--- src/rtl/shift_add_multiplier_pkg.sv ---
// rtl/shift_add_multiplier_pkg.sv - shared operand width and FSM state type for the multiplier
package Parameter_Definitions;

  // Default operand width of the multiplier datapath
  localparam int NBits = 8;

  // Multiplier sequencing states
  typedef enum logic [1:0] {
    IDLE  = 2'd0,
    LOAD  = 2'd1,
    SHIFT = 2'd2,
    DONE  = 2'd3
  } state_t;

endpackage

--- src/rtl/shift_add_multiplier_bit_counter.sv ---
// rtl/shift_add_multiplier_bit_counter.sv - up counter with synchronous clear and count enable
module bit_counter #(
  parameter int Width = 4
) (
  input  logic             clk,
  input  logic             reset,
  input  logic             clear,
  input  logic             enable,
  output logic [Width-1:0] count
);

  localparam logic [Width-1:0] One = Width'(1);

  logic [Width-1:0] count_q;
  logic [Width-1:0] count_d;

  // Clear has priority over enable so a new operation always starts from zero
  always_comb begin
    count_d = count_q;
    if (clear) begin
      count_d = '0;
    end else if (enable) begin
      count_d = count_q + One;
    end
  end

  // Count register, asynchronously cleared by the active-low reset
  always_ff @(posedge clk or negedge reset) begin
    if (!reset) begin
      count_q <= '0;
    end else begin
      count_q <= count_d;
    end
  end

  assign count = count_q;

endmodule

--- src/rtl/shift_add_multiplier.sv ---
// rtl/shift_add_multiplier.sv - sequential sign-magnitude shift-and-add multiplier
module shift_add_multiplier #(
  parameter int NBits = Parameter_Definitions::NBits
) (
  input  logic                 clk,
  input  logic                 reset,
  input  logic                 Start,
  input  logic [NBits-1:0]     Multiplicand,
  input  logic [NBits-1:0]     Multiplier,
  output logic [2*NBits-1:0]   Reg_Part1,
  output logic                 Sign,
  output logic                 Ready,
  output logic                 Busy
);

  import Parameter_Definitions::*;

  localparam int CntW = $clog2(NBits) + 1;
  localparam int PW   = 2 * NBits;
  localparam logic [NBits-1:0] OneN    = NBits'(1);
  localparam logic [CntW-1:0]  LastCnt = CntW'(NBits - 1);

  state_t state_q, state_d;

  logic [NBits-1:0] a_q, a_d;
  logic [NBits-1:0] b_q, b_d;
  logic [NBits-1:0] mcand_q, mcand_d;
  logic [NBits-1:0] mplier_q, mplier_d;
  logic [PW-1:0]    acc_q, acc_d;
  logic [PW-1:0]    reg_part1_q, reg_part1_d;
  logic             sign_q, sign_d;
  logic             ready_q, ready_d;
  logic             busy_q, busy_d;

  logic [CntW-1:0]  cnt;
  logic             cnt_clear;
  logic             cnt_en;

  logic [NBits-1:0] a_mag;
  logic [NBits-1:0] b_mag;
  logic [PW-1:0]    partial;

  // Magnitudes of the captured operands; the most-negative value maps to 2^(NBits-1),
  // which still fits in NBits unsigned bits
  always_comb begin
    a_mag   = a_q[NBits-1] ? (~a_q + OneN) : a_q;
    b_mag   = b_q[NBits-1] ? (~b_q + OneN) : b_q;
    partial = {{NBits{1'b0}}, mcand_q} << cnt;
  end

  bit_counter #(
    .Width (CntW)
  ) u_bit_counter (
    .clk    (clk),
    .reset  (reset),
    .clear  (cnt_clear),
    .enable (cnt_en),
    .count  (cnt)
  );

  // Next-state and datapath update; Start is only looked at in IDLE so requests
  // during an operation or in DONE are dropped
  always_comb begin
    state_d     = state_q;
    a_d         = a_q;
    b_d         = b_q;
    mcand_d     = mcand_q;
    mplier_d    = mplier_q;
    acc_d       = acc_q;
    reg_part1_d = reg_part1_q;
    sign_d      = sign_q;
    cnt_clear   = 1'b0;
    cnt_en      = 1'b0;

    case (state_q)
      IDLE: begin
        if (Start) begin
          a_d     = Multiplicand;
          b_d     = Multiplier;
          state_d = LOAD;
        end
      end

      LOAD: begin
        mcand_d   = a_mag;
        mplier_d  = b_mag;
        acc_d     = '0;
        cnt_clear = 1'b1;
        if ((a_q != '0) && (b_q != '0)) begin
          sign_d = a_q[NBits-1] ^ b_q[NBits-1];
        end else begin
          sign_d = 1'b0;
        end
        state_d = SHIFT;
      end

      SHIFT: begin
        if (mplier_q[0]) begin
          acc_d = acc_q + partial;
        end
        mplier_d = mplier_q >> 1;
        cnt_en   = 1'b1;
        if (cnt == LastCnt) begin
          reg_part1_d = acc_d;
          state_d     = DONE;
        end
      end

      DONE: begin
        state_d = IDLE;
      end

      default: begin
        state_d = IDLE;
      end
    endcase

    ready_d = (state_d == DONE);
    busy_d  = (state_d == LOAD) || (state_d == SHIFT);
  end

  // State and output registers; reset aborts any operation in flight
  always_ff @(posedge clk or negedge reset) begin
    if (!reset) begin
      state_q     <= IDLE;
      a_q         <= '0;
      b_q         <= '0;
      mcand_q     <= '0;
      mplier_q    <= '0;
      acc_q       <= '0;
      reg_part1_q <= '0;
      sign_q      <= 1'b0;
      ready_q     <= 1'b0;
      busy_q      <= 1'b0;
    end else begin
      state_q     <= state_d;
      a_q         <= a_d;
      b_q         <= b_d;
      mcand_q     <= mcand_d;
      mplier_q    <= mplier_d;
      acc_q       <= acc_d;
      reg_part1_q <= reg_part1_d;
      sign_q      <= sign_d;
      ready_q     <= ready_d;
      busy_q      <= busy_d;
    end
  end

  assign Reg_Part1 = reg_part1_q;
  assign Sign      = sign_q;
  assign Ready     = ready_q;
  assign Busy      = busy_q;

endmodule

--- config.mk ---
export PLATFORM = sky130hd
export DESIGN_NAME = shift_add_multiplier
export DESIGN_NICKNAME = d
export VERILOG_FILES = /design/src/rtl/shift_add_multiplier_pkg.sv /design/src/rtl/shift_add_multiplier_bit_counter.sv /design/src/rtl/shift_add_multiplier.sv
export SDC_FILE = /design/constraint.sdc
export NUM_CORES = 1
export LEC_CHECK = 0
export ABC_AREA = 1
export BUFFER_PORTS_ARGS = -buffer_cell sky130_fd_sc_hd__buf_2
export CELL_PAD_IN_SITES_DETAIL_PLACEMENT = 0
export CELL_PAD_IN_SITES_GLOBAL_PLACEMENT = 1
export CORE_UTILIZATION = 40
export CTS_BUF_LIST = sky130_fd_sc_hd__clkbuf_8
export DETAILED_ROUTE_END_ITERATION = 8
export PLACE_DENSITY = 0.81
export SLEW_MARGIN = 40
export SYNTH_ARGS = -nofsm -noshare
export SYNTH_HDL_FRONTEND = slang
export SYNTH_SLANG_ARGS = --single-unit
--- constraint.sdc ---
create_clock -name clk -period 4.9 [get_ports clk]
set_input_delay 0.735 -clock clk [delete_from_list [all_inputs] [get_ports clk]]
set_output_delay 0.735 -clock clk [all_outputs]
set_load 0.05 [all_outputs]
; ---- Word level (Yosys, flattened, before mapping)
; Index checks and enable logic that the tools add are counted.
[word_totals]
register_bits = 73
input_bits = 19
out_inout_bits = 19
wordCells = 48
[op_classes]
n_addsub = 4
eq_ne = 7
shift = 1
muxes = 13
bitwise = 3
n_reduce_logical = 9
[ops]
columns = cell, count
row1 = case mux 16 bit (2 select lines), 1
row2 = adder 16 bit, 1
row3 = "adder 8 x 1 -> 8 bit, second input constant", 2
row4 = two-way mux 16 bit, 1
row5 = two-way mux 8 bit, 2
row6 = inverter 8 bit, 2
row7 = case mux 8 bit (2 select lines), 1
row8 = nonzero test 8 bit, 2
row9 = << shifter 8 x 4 -> 16 bit, 1
row10 = "== test 2 bit, second input constant", 4
row11 = two-way mux 4 bit, 2
row12 = case mux 2 bit (4 select lines), 1
row13 = "adder 4 x 1 -> 4 bit, second input constant", 1
row14 = "== test 2 x 1 -> 1 bit, second input constant", 2
row15 = "== test 4 x 3 -> 1 bit, second input constant", 1
row16 = two-way mux 2 bit, 2
row17 = AND reduction 2 bit, 2
row18 = nonzero test 2 bit, 2
row19 = two-way mux 1 bit, 3
row20 = logical NOT 2 bit, 1
row21 = logical AND 1 bit, 1
row22 = logical OR 1 bit, 1
row23 = bitwise XOR 1 bit, 1

; ---- Depth between registers and ports, before layout
; Gate-level depths: netlist of the first run.
[depth]
ltp_word = 5
mapped_depth = 20
depth_no_buf = 20

; ---- Hierarchy
; Synthesis of the first run repeated with hierarchy kept, for this count alone.
[unflattened]
cells_unflattened = 589
hier_area_um2 = 4479.3
[by_module_without_submodules]
columns = mod, instances, cells_each, area_each_um2, seq_area_each_um2
row1 = shift_add_multiplier, 1, 565, 4277.9, 1726.7
row2 = bit_counter, 1, 24, 201.4, 100.1

; ---- Least setup slack after synthesis of the first run
; OpenSTA, ideal clock, no wires.
[synth_timing]
path_kind = flip-flop to flip-flop
from = register u_bit_counter.count_q[1], in the netlist u_bit_counter.count[1]
to = register acc_q[11]
setup_time_ps = 117
arrival_ps = 2311
required_time_ps = 4783
setup_slack_ps = 2471
path_stages_with_launch = 19
period_less_slack_ps = 2429
path_cell_list = dfrtp_1 -> buf_4 -> inv_2 -> buf_4 -> nand3_1 -> o21ai_1 -> nor2_1 -> a31oi_1 -> nor2_1 -> ha_1 -> nand2_1 -> inv_2 -> a21oi_2 -> nand2_2 -> a21oi_2 -> xor2_1 -> nand2_1 -> nand3_1 -> nand2_1
[synth_via]
elab_chain_len = 4
[synth_lines]
columns = element, line
row1 = from (decl), shift_add_multiplier_bit_counter.sv:14  ; logic [Width-1:0] count_q;
row2 = from (signal assigned), shift_add_multiplier_bit_counter.sv:32  ; count_q <= count_d;
row3 = << shifter 8 x 4 -> 16 bit, shift_add_multiplier.sv:48  ; partial = {{NBits{1'b0}}, mcand_q} << cnt;
row4 = adder 16 bit, shift_add_multiplier.sv:99  ; acc_d = acc_q + partial;
row5 = two-way mux 16 bit, shift_add_multiplier.sv:98  ; if (mplier_q[0]) begin
row6 = case mux 16 bit (2 select lines), shift_add_multiplier.sv:75  ; case (state_q)
row7 = to (signal assigned), shift_add_multiplier.sv:130  ; acc_q <= '0;
row8 = to (signal assigned), shift_add_multiplier.sv:141  ; acc_q <= acc_d;
row9 = to (decl), shift_add_multiplier.sv:29  ; logic [PW-1:0] acc_q, acc_d;
; Every way passes these cells.
; A chain may end at the register's enable or synchronous reset.

; ---- Final worst setup path of the first run
[layout_timing]
from = register u_bit_counter.count_q[0], in the netlist u_bit_counter.count[0]
to = register reg_part1_q[15], in the netlist Reg_Part1[15]
[layout_via]
elab_chain_len = 3
[layout_lines]
columns = element, line
row1 = << shifter 8 x 4 -> 16 bit, shift_add_multiplier.sv:48
row2 = adder 16 bit, shift_add_multiplier.sv:99
row3 = two-way mux 16 bit, shift_add_multiplier.sv:98
row4 = to (signal assigned), shift_add_multiplier.sv:142  ; reg_part1_q <= reg_part1_d;
row5 = to (decl), shift_add_multiplier.sv:30  ; logic [PW-1:0] reg_part1_q, reg_part1_d;
; Parallel ways exist; a longest one is shown, timed or not.

==> flow_summary.yaml, run 1 <==
detailed_routing:
  wl_um: 10600
  avgViaCountPerCell: 5.08
  wl_per_cell_um: 13.9
  vias: 3885
  firstDrtPassIters: 5
  drtIter0Drc: 191
  drc: 0
  antenna_left: 0
cts:
  cts_setup_buffers: 0
  htree_num_levels: 3
  ctsHoldBuffers: 0
  clock_latency_ns: 0.36
  root_buffer: "clkbuf_8"
  cts_tree: "done"
  numCtsBuffers: 9
  cts_resized: 0
  path_clk_slew_ns: 0.09
  clock_sinks: 73
  cts_buffer_depth: 2
placement:
  io_buffers: 37
  hpwlAfterDp_um: 7950
  gp_congestion: 0.946
  dpl_cell_area_mm2: 0.00477
  dpl_worst_slack_ns: 2.04
  dp.cells: 749
worst_setup_path:
  worst-path-max-fanout: 12
  reg2reg_depth: 18
  r2r-start: "u_bit_counter.count[0]$_DFFE_PN0P_"
  reg2reg_slack_ns: 2.02
  worstPathArrival_ns: 3.13
  endpoint_kind: "flop"
  timing.rr.end: "Reg_Part1[15]$_DFFE_PN0P_"
  cp-start-kind: "flop"
  critical_path_class: "reg2reg"
  crit_required_ns: 5.15
finish:
  nets: 663
  finalNonFillerCells: 765
  antenna_cells: 0
  fillers: 1110
  utilization: 0.457
  regArea_mm2: 0.00183
  areaGrowthSynthToFinish_pct: 10.4
  drive_gt1_frac: 0.141
  multi_input_area_mm2: 0.00234
  design_area_mm2: 0.00498
synthesis:
  avgSynthCellArea_um2: 7.62
  ys.warnings.count: 0
  ys_async_sr_fraction: 1.00
  syn_area_mm2: 0.00451
  yosys.area_share.simple: 0.279
  synth_ff_type: "dfrtp_1"
  synth_nets: 635
  yosysTopAreaCellShare: 0.405
  synth_compound_gate_area_share: 0.141
  synth_edf_count: 0
  synthMuxAreaShare: 0.00499
  synth_xor_area_frac: 0.0252
  synthAdderAreaFrac: 0.0683
  synth-seq-area-share: 0.405
  ys_top_cells_by_area: "dfrtp_1 41%, nand2_1 13%, ha_1 6.4%"
  synth_common_cells: "158 x nand2_1, 73 x dfrtp_1, 54 x inv_1"
  yosysTopAreaCell: "dfrtp_1"
  syn_inst: 592
  synth-seq-cells: 73
  yosysUniqueCellTypes: 42
  yosysMostFrequentCell: "nand2_1"
  synth_top_family_by_area: "simple AND/OR/NAND/NOR gates"
pwr:
  internal_power_mw: 1.77
  leakagePower_nw: 2.56
  vdd_drop_max_mv: 0.304
  switching_share: 0.515
  p_sw_mw: 1.89
  powerDensity_mw_per_mm2: 736
  clkPwrFrac: 0.135
  power.total_mw: 3.66
  pwr-share-seq: 0.298
  combinationalPowerShare: 0.567
sta:
  period_minus_slack_ns: 2.88
  worstMarginPinSlew_ns: 0.762
  hold_slack_ns: 0.388
  min_period_over_period: 0.588
  fin_ws_ns: 2.02
  rsz0062_at_grt: "false"
  final-setup-viol-count: 0
  fin_worst_skew_ns: 0.0113
  hold_violations: 0
  fmax_ghz: 0.347
  setup-tns-final_ns: 0
  slew_violations: 0
  slew_headroom: 0.492
floorplan:
  dieArea_mm2: 0.0117
  initial_core_util: 0.414
  core_area_mm2: 0.0109
  die_height_um: 108
  row_count: 38
  fp.dieW_um: 108
  pin_count: 38
status:
  outcome: "finished clean"
global_routing:
  grt_pass1_vias: 3773
  grt_pass1_wl_um: 17900
  grt_overflow: 0
  antenna_found_initial: 0
  grt_use_total: 0.198
  grt_max_degree: 74
hold_path:
  hp-class: "in2async"
flow_run:
  maxCapViolCount: 0
## worst max-delay path by stage
stage / slack [ns] / startpoint / endpoint / cells past startpoint
6_report: 2.02 / u_bit_counter.count[0]$_DFFE_PN0P_ / Reg_Part1[15]$_DFFE_PN0P_ / 18
5_1_grt: 1.67 / u_bit_counter.count[0]$_DFFE_PN0P_ / acc_q[15]$_DFFE_PN0P_ / 18
4_1_cts: 2.02 / u_bit_counter.count[0]$_DFFE_PN0P_ / Reg_Part1[15]$_DFFE_PN0P_ / 18
3_5_place_dp: 2.04 / u_bit_counter.count[0]$_DFFE_PN0P_ / Reg_Part1[15]$_DFFE_PN0P_ / 18
3_3_place_gp: 2.07 / u_bit_counter.count[1]$_DFFE_PN0P_ / Reg_Part1[15]$_DFFE_PN0P_ / 17
2_1_floorplan: 2.47 / u_bit_counter.count[1]$_DFFE_PN0P_ / acc_q[11]$_DFFE_PN0P_ / 18
## worst max-delay path: stages (launching register included)
cell     delay (ns)
dfrtp_1        0.58
inv_2          0.15
nand2_1        0.11
nand3_1        0.07
o21ai_1        0.15
nor2_1         0.06
a31oi_1        0.20
o32ai_1        0.16
ha_1           0.36
nand2_1        0.12
inv_1          0.04
a21oi_1        0.19
nand2_1        0.09
a21oi_1        0.17
inv_1          0.06
nand2_1        0.07
nand3_2        0.06
nand3_1        0.08
nand2_1        0.05
## layer usage
metal	track usage	part of all wire	vias up
met5	0	0	-
met4	0.0949	0.019	0
met3	0.0350	0.031	13
met2	0.330	0.50	76
met1	0.247	0.45	1795
li1	-	-	2001
## final cells by class
type,count,area share
Multi-Input combinational cell,437,0.470
Sequential cell,73,0.367
Inverter,61,0.0460
Timing Repair Buffer,38,0.0400
Tap cell,140,0.0352
Clock buffer,9,0.0249
Clock inverter,7,0.0166
## cell usage in the layout, fill, tap and decap left out, types with 2 or more instances in the layout
cell type	synthesis	layout
inv_6	0	3
o211ai_1	6	6
ha_1	23	23
clkbuf_8	0	9
dfrtp_1	73	72
o22ai_1	7	7
inv_1	54	54
nand2_1	158	157
xnor2_1	4	4
xor2_1	9	9
o21ai_1	14	14
clkinvlp_4	0	2
and2_1	2	2
o21ai_0	31	31
nand3_1	50	50
or2_2	7	7
nor3_1	5	5
inv_2	7	7
buf_2	6	36
nand3_2	6	6
nand4_1	3	3
a21oi_1	35	35
o41ai_1	2	2
nand2_2	3	4
mux2_2	2	2
a21oi_2	2	2
nor2_1	48	48
a31oi_1	3	3
o221ai_1	3	3
a21o_1	2	2
## state kept, by name, summed over array words and instances (netlist names)
signal / flops
Reg_Part1: 16
acc_q: 16
a_q: 8
b_q: 8
mcand_q: 8
mplier_q: 8
u_bit_counter.count: 4
state_q: 2
Busy: 1
Ready: 1
Sign: 1
## logic make-up after synthesis
family | after synthesis
AND/OR/NAND/NOR | 288
AO/OA/AOI/OAI | 110
multiplexers | 2
XOR/XNOR | 13
buffers and inverters | 82
flip-flops | 73
adder cells (fa/ha/maj) | 24
## power groups by stage
stage	registers [mW]	clock network [mW]	logic, mW
6_report	1.09	0.494	2.08
5_1_grt	1.13	0.538	2.35
4_1_cts	1.09	0.514	2.09
3_5_place_dp	1.10	0	2.08
3_3_place_gp	1.09	0	2.05
2_1_floorplan	1.22	0	1.47
(Power assumes the default switching activity.)
==> inputs of run 2 (changes only) <==
Settings changed: PLACE_DENSITY 0.81 to 0.84.
Clock period 4.9 ns to 2.6 ns, I/O delays scaled along.
==> run 2 against run 1 <==
- cell count is 4.6% higher
- register-to-register slack got worse by 1.9 ns
- sequential power rose by 84%
- critical endpoint is now Reg_Part1[11]$_DFFE_PN0P_
==> flow_summary.yaml, run 2 (synthesis results as in run 1) <==
worst_setup_path:
  slowest_delay_ns: 0.48
  worstPathArrival_ns: 2.75
  cp_slowest_cell: "dfrtp_2"
  critical_path_class: "reg2reg"
  cp_top_family: "simple AND/OR/NAND/NOR gates"
  cp_cell_sequence: "buf_6 > nand2_4 > nand3_2 > nand2_4 > nand2_2 > o21ai_2 > nor2_1 > ha_1 > nand2_2 > inv_2 > a21oi_2 > nand2_2 > a21oi_2 > xor2_1 > nand2_1 > nand3_2 > nand2_1"
  worst-path-max-fanout: 7
  crit_required_ns: 2.87
  worst-path-buf-inv: 2
  cp-start-kind: "flop"
  crit_top_cell: "nand2_2"
  crit_start: "u_bit_counter.count[0]$_DFFE_PN0P_"
  r2r-start: "u_bit_counter.count[0]$_DFFE_PN0P_"
  endpoint_kind: "flop"
sta:
  setup-tns-final_ns: 0
  period_minus_slack_ns: 2.48
  fmax_ghz: 0.402
  min_period_over_period: 0.956
  hold_violations: 0
  fin_worst_skew_ns: 0.0126
  worstMarginPinSlew_ns: 0.721
  fin_ws_ns: 0.115
  slew_headroom: 0.518
  slew_violations: 0
  final-setup-viol-count: 0
  rsz0062_at_grt: "true"
cts:
  path_clk_slew_ns: 0.08
  cts_buffer_depth: 2
  ctsHoldBuffers: 0
  clock_latency_ns: 0.38
  numCtsBuffers: 9
  htree_num_levels: 3
  clock_sinks: 73
  root_buffer: "clkbuf_8"
  cts_tree: "done"
global_routing:
  grt_use_total: 0.203
  grt_pass1_wl_um: 18400
  antenna_found_initial: 0
  grt_pass1_vias: 3949
  grt_overflow: 0
  grt_max_degree: 74
floorplan:
  fp.dieW_um: 108
  die_height_um: 108
  dieArea_mm2: 0.0117
  core_area_mm2: 0.0109
  initial_core_util: 0.414
  pin_count: 38
  row_count: 38
status:
  outcome: "finished clean"
placement:
  gp_congestion: 0.911
  io_buffers: 37
  dpl_worst_slack_ns: -0.0221
  hpwlAfterDp_um: 8150
detailed_routing:
  wl_um: 11200
  vias: 4073
  wl_per_cell_um: 14.0
  firstDrtPassIters: 4
  drtIter0Drc: 151
  drc: 0
  avgViaCountPerCell: 5.09
  antenna_left: 0
pwr:
  p_sw_mw: 3.91
  clkPwrFrac: 0.115
  combinationalPowerShare: 0.629
  internal_power_mw: 3.93
  switching_share: 0.498
  vdd_drop_max_mv: 0.631
  pwr-share-seq: 0.256
  leakagePower_nw: 2.79
  powerDensity_mw_per_mm2: 1420
flow_run:
  maxCapViolCount: 0
hold_path:
  hp-class: "in2async"
finish:
  antenna_cells: 0
  final_common_cell: "nand2_1"
  drive_gt1_frac: 0.268
  layout_common_cells: "143 x nand2_1, 71 x dfrtp_1, 54 x inv_1, 43 x nand3_1, 40 x nor2_1"
  areaGrowthSynthToFinish_pct: 22.5
  nets: 698
## run 2: cell types whose count changed in the layout (fill, tap and decap cells not counted), sizes merged
cell and delta:
clkinv +3, clkbuf +1, inv -4, buf +35
## run 2: layout make-up
| cell class | instances | area [um^2] |
|---|---|---|
| multi-input combinational | 437 | 2620 |
| clock inverter | 6 | 58.8 |
| tap | 140 | 175 |
| clock buffer | 10 | 138 |
| sequential | 73 | 1830 |
| fill | 1048 | 5360 |
| timing repair buffer | 73 | 469 |
| inverter | 61 | 239 |
## run 2: final timing paths
kind                            slack (ns)  cells after the start                            endpoint
min in group clk                      0.25                      2                  a_q[6]$_DFFE_PN0P_
worst min-delay path                  0.02                      1           Reg_Part1[13]$_DFFE_PN0P_
worst max-delay path                  0.12                     17           Reg_Part1[11]$_DFFE_PN0P_
worst max register to register        0.12                     17           Reg_Part1[11]$_DFFE_PN0P_
max in group asynchronous             2.06                      1  u_bit_counter.count[0]$_DFFE_PN0P_
worst min register to register        0.48                      2           Reg_Part1[10]$_DFFE_PN0P_
## run 2: worst register-to-register path: cells and delay by family (launching register included)
kind                     cells  cell delay (ns)
AND/OR/NAND/NOR             10             0.82
adder cells (fa/ha/maj)      1             0.36
flip-flops                   1             0.48
AO/OA/AOI/OAI                3             0.36
XOR/XNOR                     1             0.15
buffers and inverters        2             0.21
## run 2: power by group through the flow
stage | sequential [mW] | combinational [mW] | clock (mW)
CTS | 1.97 | 4.29 | 0.924
floorplan | 2.31 | 2.78 | 0
global route | 2.07 | 5.48 | 0.976
detailed placement | 1.98 | 4.26 | 0
global placement | 1.97 | 4.20 | 0
finish | 2.01 | 4.93 | 0.900
## run 2: layer usage
metal | track usage | vias to the layer above | wire length (um)
li1 | - | 2078 | -
met1 | 0.242 | 1900 | 4920
met2 | 0.357 | 71 | 5650
met3 | 0.0332 | 24 | 309
met4 | 0.0930 | 0 | 289
met5 | 0 | - | 0
## run 2: what timing repair did
action                                 4_1_cts  5_1_grt
pin swaps                                    0       32
setup endpoints to repair                    3       21
resized for setup                            3       73
endpoints found under the hold margin        0        0
setup buffers                                0       10
## run 2: per-stage QoR
stage | cell area, um^2 | util | hold slack (ns) | instances | power [mW]
after floorplan | 4510 | - | 0.0944 | 592 | 5.08
after global placement | 4950 | 0.455 | 0.461 | 774 | 6.17
after detailed placement | 4950 | 0.455 | 0.459 | 774 | 6.24
after CTS | 5150 | 0.473 | 0.0576 | 790 | 7.18
after global routing | 5530 | 0.507 | 0.0839 | 800 | 8.53
final | 5530 | 0.507 | 0.0183 | 800 | 7.84
==> inputs of run 3 (changes only) <==
--- a/config.mk
+++ b/config.mk
@@ -7,5 +7,5 @@
 export LEC_CHECK = 0
 export ABC_AREA = 1
-export BUFFER_PORTS_ARGS = -buffer_cell sky130_fd_sc_hd__buf_2
+export BUFFER_PORTS_ARGS = -buffer_cell sky130_fd_sc_hd__clkbuf_2
 export CELL_PAD_IN_SITES_DETAIL_PLACEMENT = 0
 export CELL_PAD_IN_SITES_GLOBAL_PLACEMENT = 1
==> constraint.sdc (replaced) <==
create_clock -name clk -period 2.6 [get_ports clk]
set_input_delay 0.39 -clock clk [delete_from_list [all_inputs] [get_ports clk]]
set_output_delay 0.39 -clock clk [all_outputs]
set_load 0.005 [all_outputs]
==> run 3 against run 2 <==
- die area unchanged
- first-iteration DRC count up 28%
- combinational power down 9.9%
- wire length up 3.6%
- clock skew down 0.0036 ns
- core utilization down 0.069 points
- largest cell class unchanged
==> flow_summary.yaml, run 3 (synthesis results as in run 1) <==
placement:
  hpwlAfterDp_um: 8350
  dpl_cell_area_mm2: 0.00498
  gp_congestion: 0.878
  io_buffers: 37
detailed_routing:
  wl_per_cell_um: 14.4
  antenna_left: 0
  drtIter0Drc: 193
  vias: 4082
  drc: 0
  firstDrtPassIters: 5
  avgViaCountPerCell: 5.08
  wl_um: 11600
flow_run:
  maxCapViolCount: 0
floorplan:
  die_height_um: 108
  row_count: 38
  dieArea_mm2: 0.0117
  initial_core_util: 0.414
  fp.dieW_um: 108
  pin_count: 38
  core_area_mm2: 0.0109
cts:
  numCtsBuffers: 9
  ctsHoldBuffers: 0
  cts_buffer_depth: 2
  htree_num_levels: 3
  cts_tree: "done"
  clock_latency_ns: 0.37
  path_clk_slew_ns: 0.08
  clock_sinks: 73
  root_buffer: "clkbuf_8"
global_routing:
  grt_pass1_wl_um: 18700
  antenna_found_initial: 0
  grt_overflow: 0
  grt_max_degree: 46
  grt_pass1_vias: 3945
  grt_use_total: 0.212
pwr:
  powerDensity_mw_per_mm2: 1340
  vdd_drop_max_mv: 0.627
  leakagePower_nw: 2.81
worst_setup_path:
  crit_start: "u_bit_counter.count[0]$_DFFE_PN0P_"
  reg2reg_depth: 17
  critical_path_class: "reg2reg"
  crit_required_ns: 2.86
  endpoint_kind: "flop"
  worst-path-max-fanout: 7
  cp-start-kind: "flop"
  critPathCapture: "Reg_Part1[11]$_DFFE_PN0P_"
  r2r-start: "u_bit_counter.count[0]$_DFFE_PN0P_"
  timing.rr.end: "Reg_Part1[11]$_DFFE_PN0P_"
  worstPathArrival_ns: 2.81
  reg2reg_slack_ns: 0.05
sta:
  fmax_ghz: 0.393
  setup-tns-final_ns: 0
  slew_headroom: 0.509
  fin_worst_skew_ns: 0.00898
  period_minus_slack_ns: 2.55
  worstMarginPinSlew_ns: 0.735
  slew_violations: 0
  min_period_over_period: 0.979
  hold_violations: 0
  rsz0062_at_grt: "true"
  final-setup-viol-count: 0
hold_path:
  hp-class: "in2async"
finish:
  nets: 701
  drive_gt1_frac: 0.267
  final_common_cell: "nand2_1"
  fillers: 1029
  layout_common_cells: "147 x nand2_1, 71 x dfrtp_1, 54 x inv_1, 41 x nor2_1, 41 x nand3_1"
  antenna_cells: 0
  design_area_mm2: 0.00552
  areaGrowthSynthToFinish_pct: 22.4
status:
  outcome: "finished clean"
-- run 3: metal layers --
layer  global-route usage  vias to the layer above  share of wire  routed length [um]
li1                     -                     2084              -                   -
met1                0.246                     1880           0.42                4860
met2                0.364                       89           0.51                5920
met3               0.0542                       29          0.040                 457
met4               0.0988                        0          0.029                 333
met5                    0                        -              0                   0
-- run 3: per-stage QoR --
step	cells	setup slack (ns)	power [mW]	hold WS [ns]	utilization
floorplan	592	0.171	4.67	0.0944	-
global placement	776	0.00128	5.77	0.438	0.457
detailed placement	776	-0.0288	5.87	0.456	0.457
CTS	794	0.0183	6.88	0.0437	0.479
global route	803	-0.132	8.08	0.0760	0.507
finish	803	0.0537	7.39	0.0360	0.507
-- run 3: layout make-up --
class / count / area, um^2 / share of cell area
clock buffer: 12 / 165 / 0.0299
clock inverter: 4 / 50.0 / 0.00907
inverter: 61 / 234 / 0.0424
multi-input combinational: 437 / 2570 / 0.466
sequential: 73 / 1830 / 0.332
tap: 140 / 175 / 0.0317
timing repair buffer: 76 / 493 / 0.0893
-- run 3: worst min path at each step --
stage / start / end / slack, ns / cells after the start
2_1_floorplan: reset / Busy$_DFF_PN0_ / 0.09 / 0
3_3_place_gp: reset / Reg_Part1[5]$_DFFE_PN0P_ / 0.44 / 1
3_5_place_dp: reset / Reg_Part1[13]$_DFFE_PN0P_ / 0.46 / 1
4_1_cts: reset / Reg_Part1[13]$_DFFE_PN0P_ / 0.04 / 1
5_1_grt: reset / Reg_Part1[5]$_DFFE_PN0P_ / 0.08 / 1
6_report: reset / Reg_Part1[5]$_DFFE_PN0P_ / 0.04 / 1
-- run 3: timing repair --
action / in CTS / in global routing
pin swaps: 2 / 25
setup endpoints to repair: 3 / 20
setup buffers: 2 / 9
gates resized for setup: 2 / 61
-- run 3: worst max-delay path, stage by stage, from the launching register on --
cell	delay, ns
dfrtp_2	0.46
buf_4	0.18
nand2_1	0.10
nand3_1	0.08
nand2_1	0.09
nand2_1	0.07
o21ai_2	0.07
nor2_1	0.09
ha_1	0.35
nand2_1	0.09
nand2_1	0.08
a21oi_2	0.13
nand2_2	0.11
a21oi_2	0.18
xor2_1	0.15
nand2_1	0.08
nand3_1	0.08
nand2_1	0.05
-- run 3: power by group --
part	internal (mW)	switching [mW]	leakage [nW]
clock	0.520	0.447	0.105
sequential	1.61	0.369	0.905
combinational	1.78	2.66	1.80
